`src/rtl/lorenz_pkg.sv`:
```
// Shared widths, state codes and saturation helper
// for the Lorenz-attractor stepper.
package lorenz_pkg;

  localparam int WIDTH_DEF = 27;
  localparam int FRAC_DEF  = 20;
  localparam int CNT_W_DEF = 16;
  localparam int MAXW      = 64;

  typedef logic [0:0] state_t;
  localparam state_t ST_IDLE = 1'b0;
  localparam state_t ST_RUN  = 1'b1;

  typedef logic [2:0] phase_t;

  localparam logic signed [WIDTH_DEF-1:0] SAT_MAX =
    {1'b0, {(WIDTH_DEF-1){1'b1}}};
  localparam logic signed [WIDTH_DEF-1:0] SAT_MIN =
    {1'b1, {(WIDTH_DEF-1){1'b0}}};

  // Clamp v to a signed w-bit range; callers size-cast the result to w.
  function automatic logic signed [MAXW-1:0] saturate(
    input  logic signed [MAXW-1:0] v,
    input  int unsigned            w,
    output logic                   hit
  );
    logic signed [MAXW-1:0] hi;
    logic signed [MAXW-1:0] lo;
    logic signed [MAXW-1:0] r;
    hi  = (MAXW'(1) <<< (w - 1)) - MAXW'(1);
    lo  = ~hi;
    hit = (v > hi) || (v < lo);
    r   = v;
    if (v > hi) r = hi;
    if (v < lo) r = lo;
    return r;
  endfunction

endpackage

```
`src/rtl/lorenz_stepper_fix_mult_sat.sv`:
```
// Signed fixed-point multiply: full product, shift by FRAC,
// saturate back to WIDTH and flag the clamp.
module fix_mult_sat
  import lorenz_pkg::*;
#(
  parameter int WIDTH = WIDTH_DEF,
  parameter int FRAC  = FRAC_DEF
) (
  input  logic [WIDTH-1:0] a,
  input  logic [WIDTH-1:0] b,
  output logic [WIDTH-1:0] p,
  output logic             sat
);

  logic signed [2*WIDTH-1:0] full;
  logic signed [2*WIDTH-1:0] shifted;

  always_comb begin
    full    = (2*WIDTH)'($signed(a)) * (2*WIDTH)'($signed(b));
    shifted = full >>> FRAC;
    p       = WIDTH'(saturate(MAXW'(shifted), WIDTH, sat));
  end

endmodule

```
`src/rtl/lorenz_stepper.sv`:
```
// Forward-Euler Lorenz integrator, eight phases per step
// sharing one saturating multiplier.
module lorenz_stepper
  import lorenz_pkg::*;
#(
  parameter int WIDTH = WIDTH_DEF,
  parameter int FRAC  = FRAC_DEF,
  parameter int CNT_W = CNT_W_DEF
) (
  input  logic             clk,
  input  logic             reset,
  input  logic             start,
  input  logic             stop,
  input  logic [WIDTH-1:0] init_x,
  input  logic [WIDTH-1:0] init_y,
  input  logic [WIDTH-1:0] init_z,
  input  logic [WIDTH-1:0] sigma,
  input  logic [WIDTH-1:0] beta,
  input  logic [WIDTH-1:0] rho,
  input  logic [WIDTH-1:0] dt,
  input  logic [CNT_W-1:0] num_steps,
  output logic [WIDTH-1:0] x,
  output logic [WIDTH-1:0] y,
  output logic [WIDTH-1:0] z,
  output logic             sample_valid,
  output logic             busy,
  output logic             done,
  output logic             overflow,
  output logic [CNT_W-1:0] step_count
);

  state_t           state;
  phase_t           phase;
  logic [WIDTH-1:0] sig_r, beta_r, rho_r, dt_r;
  logic [CNT_W-1:0] nsteps_r;
  logic [WIDTH-1:0] p0, p1, p2, p3, p4, p5, p6;
  logic             stop_pend;

  logic [WIDTH-1:0]  as_a, as_b, as_res;
  logic signed [WIDTH:0] as_sum;
  logic              as_hit;
  logic [WIDTH-1:0]  mul_a, mul_b, mul_p;
  logic              mul_hit;

  logic signed [WIDTH:0] sx, sy, sz;
  logic [WIDTH-1:0]  nx, ny, nz;
  logic              hx, hy, hz;
  logic [CNT_W-1:0]  next_cnt;
  logic              last_step;
  logic              ovf_evt;

  always_comb begin
    as_a = '0;
    as_b = '0;
    case (phase)
      3'd0: begin as_a = y;     as_b = x;  end
      3'd1: begin as_a = rho_r; as_b = z;  end
      3'd5: begin as_a = p1;    as_b = y;  end
      3'd6: begin as_a = p2;    as_b = p3; end
      default: ;
    endcase
  end

  always_comb begin
    as_sum = (WIDTH+1)'($signed(as_a))
           - (WIDTH+1)'($signed(as_b));
    as_res = WIDTH'(saturate(MAXW'(as_sum), WIDTH, as_hit));
  end

  always_comb begin
    mul_a = '0;
    mul_b = '0;
    case (phase)
      3'd0: begin mul_a = sig_r;  mul_b = as_res; end
      3'd1: begin mul_a = x;      mul_b = as_res; end
      3'd2: begin mul_a = x;      mul_b = y;      end
      3'd3: begin mul_a = beta_r; mul_b = z;      end
      3'd4: begin mul_a = dt_r;   mul_b = p0;     end
      3'd5: begin mul_a = dt_r;   mul_b = as_res; end
      3'd6: begin mul_a = dt_r;   mul_b = as_res; end
      default: ;
    endcase
  end

  fix_mult_sat #(
    .WIDTH (WIDTH),
    .FRAC  (FRAC)
  ) u_mult (
    .a   (mul_a),
    .b   (mul_b),
    .p   (mul_p),
    .sat (mul_hit)
  );

  always_comb begin
    sx = (WIDTH+1)'($signed(x)) + (WIDTH+1)'($signed(p4));
    sy = (WIDTH+1)'($signed(y)) + (WIDTH+1)'($signed(p5));
    sz = (WIDTH+1)'($signed(z)) + (WIDTH+1)'($signed(p6));
    nx = WIDTH'(saturate(MAXW'(sx), WIDTH, hx));
    ny = WIDTH'(saturate(MAXW'(sy), WIDTH, hy));
    nz = WIDTH'(saturate(MAXW'(sz), WIDTH, hz));
    next_cnt  = step_count + CNT_W'(1);
    last_step = ((nsteps_r != '0) && (next_cnt == nsteps_r))
              || stop_pend || stop;
    ovf_evt   = (phase == 3'd7) ? (hx | hy | hz)
                                : (as_hit | mul_hit);
  end

  always_ff @(posedge clk or posedge reset) begin
    if (reset) begin
      state        <= ST_IDLE;
      phase        <= '0;
      sig_r        <= '0;
      beta_r       <= '0;
      rho_r        <= '0;
      dt_r         <= '0;
      nsteps_r     <= '0;
      p0           <= '0;
      p1           <= '0;
      p2           <= '0;
      p3           <= '0;
      p4           <= '0;
      p5           <= '0;
      p6           <= '0;
      stop_pend    <= 1'b0;
      x            <= '0;
      y            <= '0;
      z            <= '0;
      sample_valid <= 1'b0;
      busy         <= 1'b0;
      done         <= 1'b0;
      overflow     <= 1'b0;
      step_count   <= '0;
    end else begin
      sample_valid <= 1'b0;
      done         <= 1'b0;
      // busy trails state so it drops one cycle after done
      busy         <= (state == ST_RUN);
      if (state == ST_IDLE) begin
        if (start && !busy) begin
          sig_r      <= sigma;
          beta_r     <= beta;
          rho_r      <= rho;
          dt_r       <= dt;
          nsteps_r   <= num_steps;
          x          <= init_x;
          y          <= init_y;
          z          <= init_z;
          step_count <= '0;
          overflow   <= 1'b0;
          phase      <= '0;
          stop_pend  <= stop;
          busy       <= 1'b1;
          state      <= ST_RUN;
        end
      end else begin
        phase <= phase + 3'd1;
        if (stop) stop_pend <= 1'b1;
        if (ovf_evt) overflow <= 1'b1;
        case (phase)
          3'd0: p0 <= mul_p;
          3'd1: p1 <= mul_p;
          3'd2: p2 <= mul_p;
          3'd3: p3 <= mul_p;
          3'd4: p4 <= mul_p;
          3'd5: p5 <= mul_p;
          3'd6: p6 <= mul_p;
          default: begin
            x            <= nx;
            y            <= ny;
            z            <= nz;
            step_count   <= next_cnt;
            sample_valid <= 1'b1;
            stop_pend    <= 1'b0;
            if (last_step) begin
              done  <= 1'b1;
              state <= ST_IDLE;
            end
          end
        endcase
      end
    end
  end

endmodule

```
`config.mk`:
```
export PLATFORM = sky130hd
export DESIGN_NAME = lorenz_stepper
export DESIGN_NICKNAME = d
export VERILOG_FILES = /design/src/rtl/lorenz_pkg.sv /design/src/rtl/lorenz_stepper_fix_mult_sat.sv /design/src/rtl/lorenz_stepper.sv
export SDC_FILE = /design/constraint.sdc
export NUM_CORES = 2
export LEC_CHECK = 0
export ABC_AREA = 1
export BUFFER_PORTS_ARGS = -buffer_cell sky130_fd_sc_hd__buf_2
export CAP_MARGIN = 20
export CORE_AREA = 2 2 309 311
export CTS_BUF_LIST = sky130_fd_sc_hd__clkbuf_4
export CTS_CLUSTER_SIZE = 8
export DETAILED_ROUTE_END_ITERATION = 6
export DIE_AREA = 0 0 311 313
export HOLD_SLACK_MARGIN = 0.05
export MAX_ROUTING_LAYER = met4
export PLACE_DENSITY = 0.84
export SYNTH_ARGS = -nofsm -noshare
export SYNTH_HDL_FRONTEND = slang
export SYNTH_HIERARCHICAL = 1
export SYNTH_SLANG_ARGS = --single-unit
```
`constraint.sdc`:
```
create_clock -name clk -period 14.7 [get_ports clk]
set_input_delay 2.205 -clock clk [delete_from_list [all_inputs] [get_ports clk]]
set_output_delay 2.205 -clock clk [all_outputs]
set_load 0.01 [all_outputs]
```
==> flow_summary.toml <==
[setup_path]
crit_path_start_kind = "flop"
cp_slowest_stage_delay_ns = 0.93
path_max_fanout = 45
cp_common_cell = "nand2_1"
critPathRequiredTime_ns = 15.46
crit_type = "flop to flop"
crit_arrival_ns = 13.87
end_kind = "flop"
critPathSlowestCell = "inv_2"

[timing]
worstMarginPinSlew_ns = 1.115
slew_headroom_pct = 25.67
final-setup-viol-count = 0
hold_ws_ns = 0.4824
maxSlewViolCount = 0
skew_ns = 0.07171
fmax_ghz = 0.07625
setup_ws_ns = 1.586
fin_crit_sh_pct = 89.21
period_needed_ns = 13.11
finalHoldViolCount = 0
rsz0062_at_grt = "false"
fin_setup_tns_ns = 0

[logic_synthesis]
synth.top_cells.by_area = "fa_1 28%, dfrtp_1 19%, nand2_1 17%"
synth-seq-area-share_pct = 19.10
synthDistinctLibCells = 57
synth_ff_type = "dfrtp_1"
synth_area_per_cell_um2 = 7.336
syn-num-nets = 8726
synth_top_area_share_pct = 27.86
async_flop_share_pct = 100.0
ys_ff_latch = 419
synth_cells = 7485
yosysTopAreaCell = "fa_1"
synth_edf_count = 0
syn_area_um2 = 54910
ys_warn_count = 6

[final_layout]
register_area_um2 = 10490
fillers = 8552
multi_input_area_um2 = 36900
final_nets = 8922
drive_gt1_share_pct = 9.026
syn_to_final_growth_pct = 7.112

[clocking]
clock-root-buffer = "clkbuf_4"
numCtsBuffers = 101
worstSkewPairLatency_ns = 0.94
cts_tree = "built"
hold_buffers = 0
htreeDepth = 3
cts_setup_buffers = 0
cts-resized-gates = 0
cts.sinks = 419
clock_path_buffers = 3
clkTransAtPathRegs_ns = 0.07

[placed_design]
dp_hpwl_mm = 152.5
gp_congestion = 1.052
pre_cts_slack_ns = 1.858
io_buffers = 309

[detailed_routing]
wirelength_met1_mm = 76.29
wirelength_mm = 188.8
post_drt_wl_per_cell_um = 20.89
ant_nets = 0
route.vias.total = 50390
route.met2.wl_mm = 83.98
routed.top_layer = "met4"
route.detailed.drc = 0
avgViaCountPerCell = 5.574
drtIter0Drc = 5121
wl_met3_mm = 19.28
drt-pass1-iter-count = 7

[die]
initial_utilization_pct = 58.31
io_pins = 310
core_um2 = 94160
die-area_um2 = 97340
rows = 113
dieWidth_um = 311
die_y_um = 313

[grt]
grt_pass1_vias = 50840
antenna_found_initial = 16
grt_max_degree = 194
grtUsageTotal_pct = 40.45
overflow = 0
grt_pass1_wl_mm = 293.9

[min_path]
hp-class = "flop to flop"

[job]
maxCapViolCount = 0

[outcome]
status = "finished clean"
final cells by class:
class	count	area share (%)
clock buffer	146	1.864
inverter	1650	10.55
tap	1265	2.691
sequential	419	17.83
timing repair buffer	405	3.876
multi-input combinational	5104	62.75
clock inverter	31	0.3574
antenna	20	0.08510
sequential cells by signal, indices dropped and copies added (netlist names), 3 cells and up:
name        cells
step_count     16
p6             27
nsteps_r       16
rho_r          27
y              27
p1             27
p5             27
beta_r         27
p0             27
p2             27
x              27
z              27
p4             27
dt_r           27
phase           3
sig_r          27
p3             27
worst max-delay path, delay by kind of cell (launching register included):
kind,cells,cell delay [ns]
compound gates,6,1.39
fa+ha+maj,10,5.11
buf+inv,12,2.91
flops,1,0.44
simple gates,22,3.01
per-stage QoR:
| stage | area [um2] | instances | util, % |
|---|---|---|---|
| after floorplan | 54910 | 7485 | - |
| after global placement | 57460 | 8843 | 61.02 |
| after detailed placement | 57460 | 8843 | 61.02 |
| after CTS | 58760 | 9020 | 62.40 |
| after global routing | 58800 | 9037 | 62.45 |
| final | 58810 | 9040 | 62.46 |
final timing paths:
path                               start   endpoint  slack [ns]  cells past startpoint
worst max-delay path            phase[0]      p6[6]        1.59                     50
worst min-delay path            sig_r[8]   sig_r[8]        0.48                      2
worst max register to register  phase[0]      p6[6]        1.59                     50
worst min register to register  sig_r[8]   sig_r[8]        0.48                      2
max in group asynchronous          reset      y[23]       10.94                      4
min in group asynchronous          reset  stop_pend        1.41                      2
metal layers:
layer / global-route usage (%) / vias to the layer above
li1: - / 22790
met1: 53.90 / 24470
met2: 60.42 / 2622
met3: 8.251 / 504
met4: 17.23 / 0
met5: - / -
synth_stat cells (3+ instances only):
cell	instances
fa_1	764
o21ai_1	11
ha_1	268
buf_6	11
nand2_4	4
a221o_1	12
buf_1	10
a21o_1	7
o22ai_1	44
buf_2	14
nor3_2	3
nor4_1	3
inv_1	1619
a221oi_1	41
nand4_1	46
and2_1	6
o21bai_1	22
or2_2	9
buf_4	5
a31oi_1	10
nor2_2	25
clkbuf_2	4
a21oi_1	237
nand3b_1	9
xnor2_1	61
nor2_1	357
nand3_1	175
o21ai_0	387
nand3_2	4
nor2_4	7
nand2_2	17
nand2_1	2426
o2111ai_1	27
dfrtp_1	419
xor2_1	45
nor3_1	29
inv_2	30
clkbuf_1	265
a21oi_2	28
cell families after synthesis:
family | count (synthesis) | synth area share (%)
xor gates and xnor gates | 108 | 1.773
buffers and inverters | 1962 | 13.72
DFF | 419 | 19.10
AOI/OAI and AO/OA | 837 | 8.751
and+or+nand+nor | 3127 | 22.70
adders and majority gates | 1032 | 33.96
cell usage in the layout, fill, tap and decap left out, types with 44 or more instances in the layout:
cell and n:
xnor2_1 61, nand3_1 175, xor2_1 45, ha_1 268
clkbuf_4 146, a21oi_1 237, nand2_1 2422, nor2_1 357
buf_4 95, inv_1 1618, nand4_1 46, buf_2 309
o22ai_1 44, o21ai_0 387, dfrtp_1 419, fa_1 764
Power is not shown: default switching activity piles up to over one toggle a cycle in this logic, so the estimate is an artifact.
